===== src/rtl/fpu_chk_fifo.sv =====
// DEPTH x W synchronous FIFO holding golden values; head is read combinationally
// so the top level can compare it against a result in the same cycle it pops.
module fpu_chk_fifo #(
  parameter  int W     = 32,
  parameter  int DEPTH = 8,
  localparam int AW    = $clog2(DEPTH)
) (
  input  logic          clk,
  input  logic          clear,
  input  logic          push,
  input  logic          pop,
  input  logic [W-1:0]  push_data,
  output logic [W-1:0]  head,
  output logic [AW:0]   level,
  output logic          full,
  output logic          empty
);

  logic [W-1:0]  mem [DEPTH];
  logic [AW-1:0] wr_ptr_reg;
  logic [AW-1:0] rd_ptr_reg;
  logic [AW:0]   count_reg;
  logic          do_push;
  logic          do_pop;

  assign full    = (count_reg == (AW+1)'(DEPTH));
  assign empty   = (count_reg == '0);
  assign do_push = push && !full;
  assign do_pop  = pop && !empty;
  assign head    = mem[rd_ptr_reg];
  assign level   = count_reg;

  // Storage carries no reset; clear only rewinds the pointers.
  always_ff @(posedge clk) begin
    if (do_push && !clear) mem[wr_ptr_reg] <= push_data;
  end

  always_ff @(posedge clk) begin
    if (clear) begin
      wr_ptr_reg <= '0;
      rd_ptr_reg <= '0;
      count_reg  <= '0;
    end else begin
      if (do_push) wr_ptr_reg <= wr_ptr_reg + 1'b1;
      if (do_pop)  rd_ptr_reg <= rd_ptr_reg + 1'b1;
      if (do_push && !do_pop)      count_reg <= count_reg + 1'b1;
      else if (do_pop && !do_push) count_reg <= count_reg - 1'b1;
    end
  end

endmodule


===== config.mk =====
export PLATFORM = sky130hd
export DESIGN_NAME = fpu_chk_fifo
export DESIGN_NICKNAME = d
export VERILOG_FILES = /design/src/rtl/fpu_chk_fifo.sv
export SDC_FILE = /design/constraint.sdc
export NUM_CORES = 1
export LEC_CHECK = 0
export ABC_CLOCK_PERIOD_IN_PS = 10700
export BUFFER_PORTS_ARGS = -buffer_cell sky130_fd_sc_hd__buf_2
export CORE_AREA = 2 2 181 183
export DETAILED_ROUTE_END_ITERATION = 8
export DIE_AREA = 0 0 183 185
export HOLD_SLACK_MARGIN = 0.03
export PLACE_DENSITY = 0.52
export SLEW_MARGIN = 5
export SYNTH_ARGS = -nofsm -noshare
export SYNTH_HDL_FRONTEND = slang
export SYNTH_SLANG_ARGS = --single-unit

===== constraint.sdc =====
create_clock -name clk -period 10.7 [get_ports clk]
set_input_delay 0.535 -clock clk [delete_from_list [all_inputs] [get_ports clk]]
set_output_delay 0.535 -clock clk [all_outputs]
set_load 0.02 [all_outputs]

==> results by group <==
Run status
  • Status: finished, final reports clean

STA
  • Setup TNS: 0 ns
  • Max Freq: 284 MHz
  • Worst Skew: 0.0100 ns
  • Unrepaired setup endpoints after global routing: no
  • Relative slew slack: 37.9%
  • Tcrit/Tclk final: 32.9%
  • Final Hold Vio Count: 0
  • Max Slew Vio Count: 0
  • Final Setup Violations: 0
  • Slew @ Worst Pin: 0.932 ns
  • Clock period minus worst slack: 3.52 ns

Hold path
  • Min-delay src: push_data[26]
  • HP Class: primary input to register

Route
  • DR DRC count: 0
  • WL/cell: 21.3 um
  • Drt first pass iters: 4
  • Number of DRC markers in iteration 0: 336
  • DRT antenna net count: 0
  • Vias/cell: 4.84
  • Final WL: 20700 um
  • Vias: 4710

Place
  • Final GP Congestion: 0.698
  • Inst Count DP: 920
  • Dpl cell area: 0.0113 mm^2
  • IO buf count: 73
  • DP HPWL: 11700 um

Final layout
  • Share of cells above drive strength 1: 34.2%
  • Multi-input logic area: 0.00239 mm^2
  • Area growth syn-to-layout: 17.3%
  • Register area: 0.00796 mm^2
  • Final Non-Filler Cells: 973
  • Max FFs per register: 256
  • Nets@finish: 584
  • Final Instance Area: 0.0122 mm^2
  • Biggest register: mem
  • Filler Cells Inserted: 2873

Clock tree
  • Post-CTS Resized: 0
  • Clk slew on worst S/H paths: 0.06 ns
  • Clock Tree Buf Depth: 3
  • H-tree depth: 1
  • Clock Latency Late Sink: 0.53 ns
  • Hold_buf cts: 0
  • Num CTS Buffers: 28
  • Setup Fix Bufs, Post-CTS: 0
  • TritonCTS clock tree: built
  • CTS root buf: clkbuf_16
  • CTS Sinks: 269

Yosys
  • Post-synth top flop: edfxtp_1
  • Register area share after synthesis: 76.1%
  • Yosys cell types: 29
  • Mux contribution to synthesized area: 19.0%
  • Yosys top cell by area: edfxtp_1
  • Cells after Synth: 445
  • Synth Area in Adders: 0.791%
  • Synthesized Nets: 487
  • Synth Area in XOR/XNOR: 0.503%
  • Top cells by count, synth: edfxtp_1 (256), mux4_1 (40), mux2_2 (33)
  • Most frequent cell after synthesis: edfxtp_1
  • Synth Area per Inst: 23.5 um^2
  • Ranking of synthesized cells by area: edfxtp_1 (74%), mux4_1 (10%), mux4_2 (5.2%), mux2_2 (3.6%), dfxtp_1 (2.5%)
  • Post-synth EDFFs: 256
  • Top cell type's share of synthesized area: 73.6%
  • Seq cells post-synth: 269
  • Complex-gate fraction of the synthesized area: 0.539%
  • Post-synthesis cell area: 0.0104 mm^2
  • YS warnings: 0
  • Simple-gate share of the synthesized area: 1.59%
  • Async SR Flop Fraction: 0%
  • Largest family of logic cells by synthesized area: multiplexers

Floorplan
  • Initial Util: 32.6%
  • CORE AREA: 0.0320 mm^2
  • # IOs: 74
  • Std-Cell Rows: 66
  • Die X: 183 um
  • Die height: 185 um
  • Die area: 0.0339 mm^2

Global route
  • Vias in the first global route: 5105
  • Global-route wire length before repair: 31600 um
  • Initial antenna violation count: 3
  • GRT Total Usage: 12.6%
  • Gr ovfl total: 0
  • Largest net degree at the start of global routing: 65

Setup path
  • Crit Path Category: register to output pin
  • Reg2reg start: level[1]
  • Worst Path Max Fanout: 48
  • Worst Setup Start Kind: register
  • CP required: 10.17 ns
  • CP Capture Type: output pin
  • Arr. time, crit path: 2.98 ns

Pwr
  • PD cells: 228 mW/mm^2
  • Max VDD drop: 0.000139 V
  • Lkg Pwr: 3.99 nW

Job
  • Maxcap violations: 0
[cell families (layout without fill, tap and decap cells)]
group,count (synthesis),in the layout
xor+xnor,6,6
flops,269,269
mux,99,99
simple gates,35,35
compound gates,6,6
fa+ha+maj,6,6
other cells,0,1
buf+inv,24,143
[worst paths after layout]
| kind | to | slack, ns | cells past startpoint |
|---|---|---|---|
| setup / recovery | head[24] | 7.18 | 4 |
| hold / removal | mem[7][26] | 0.27 | 1 |
| setup reg to reg | level[3] | 7.78 | 10 |
| hold reg to reg | rd_ptr_reg[0] | 0.55 | 2 |
[stage by stage]
stage	power (mW)	hold slack (ns)	utilization (%)	setup slack, ns
6_report	2.79	0.274	38.2	7.18
5_1_grt	2.92	0.271	38.2	6.98
4_1_cts	2.84	0.246	38.2	7.07
3_5_place_dp	1.89	0.530	35.4	7.64
3_3_place_gp	1.88	0.501	35.4	7.66
2_1_floorplan	1.73	0.490	-	5.93
[critical path, stage by stage, from the launching register on]
cell	delay (ns)
dfxtp_4	0.53
buf_4	0.76
mux4_1	0.67
mux2_2	0.29
buf_2	0.16
[per-layer routing]
layer  part of all wire [%]  GRT usage [%]  vias to the layer above
li1                       -              -                     2099
met1                     43           16.1                     2486
met2                     51           21.9                       89
met3                    4.2           2.71                       32
met4                    1.5           3.04                        4
met5                   0.10              0                        -
[report_power, final]
part | internal [mW] | leakage (nW) | switching, mW
combinational | 0.289 | 1.14 | 0.293
clock | 0.569 | 0.435 | 0.371
sequential | 1.20 | 2.42 | 0.0675
[area by class of cell]
cell class / count / share of cell area, %
sequential: 269 / 65.0
antenna: 1 / 0.0204
clock inverter: 12 / 1.07
timing repair buffer: 87 / 3.84
multi-input combinational: 152 / 19.5
clock buffer: 40 / 6.26
inverter: 4 / 0.123
tap: 408 / 4.17
[placed cells by master (no fill, tap or decap), types with 2 or more instances in the layout]
master,Yosys,routed
a21oi_1,3,3
buf_4,0,14
xnor2_1,3,3
mux4_2,24,24
edfxtp_1,256,256
clkinv_1,0,6
clkbuf_16,0,29
nor2_1,18,15
bufinv_16,0,3
clkbuf_1,5,11
clkinv_2,0,2
ha_1,5,5
buf_2,6,73
mux2i_1,2,2
mux2_2,33,33
inv_1,4,4
nand2_1,5,5
mux4_1,40,40
dfxtp_4,0,2
nand3_1,2,2
nor2_4,0,3
dfxtp_1,13,10
xor2_1,3,3
nor3_2,0,3
Note: power is estimated with default switching activity, not from simulation.
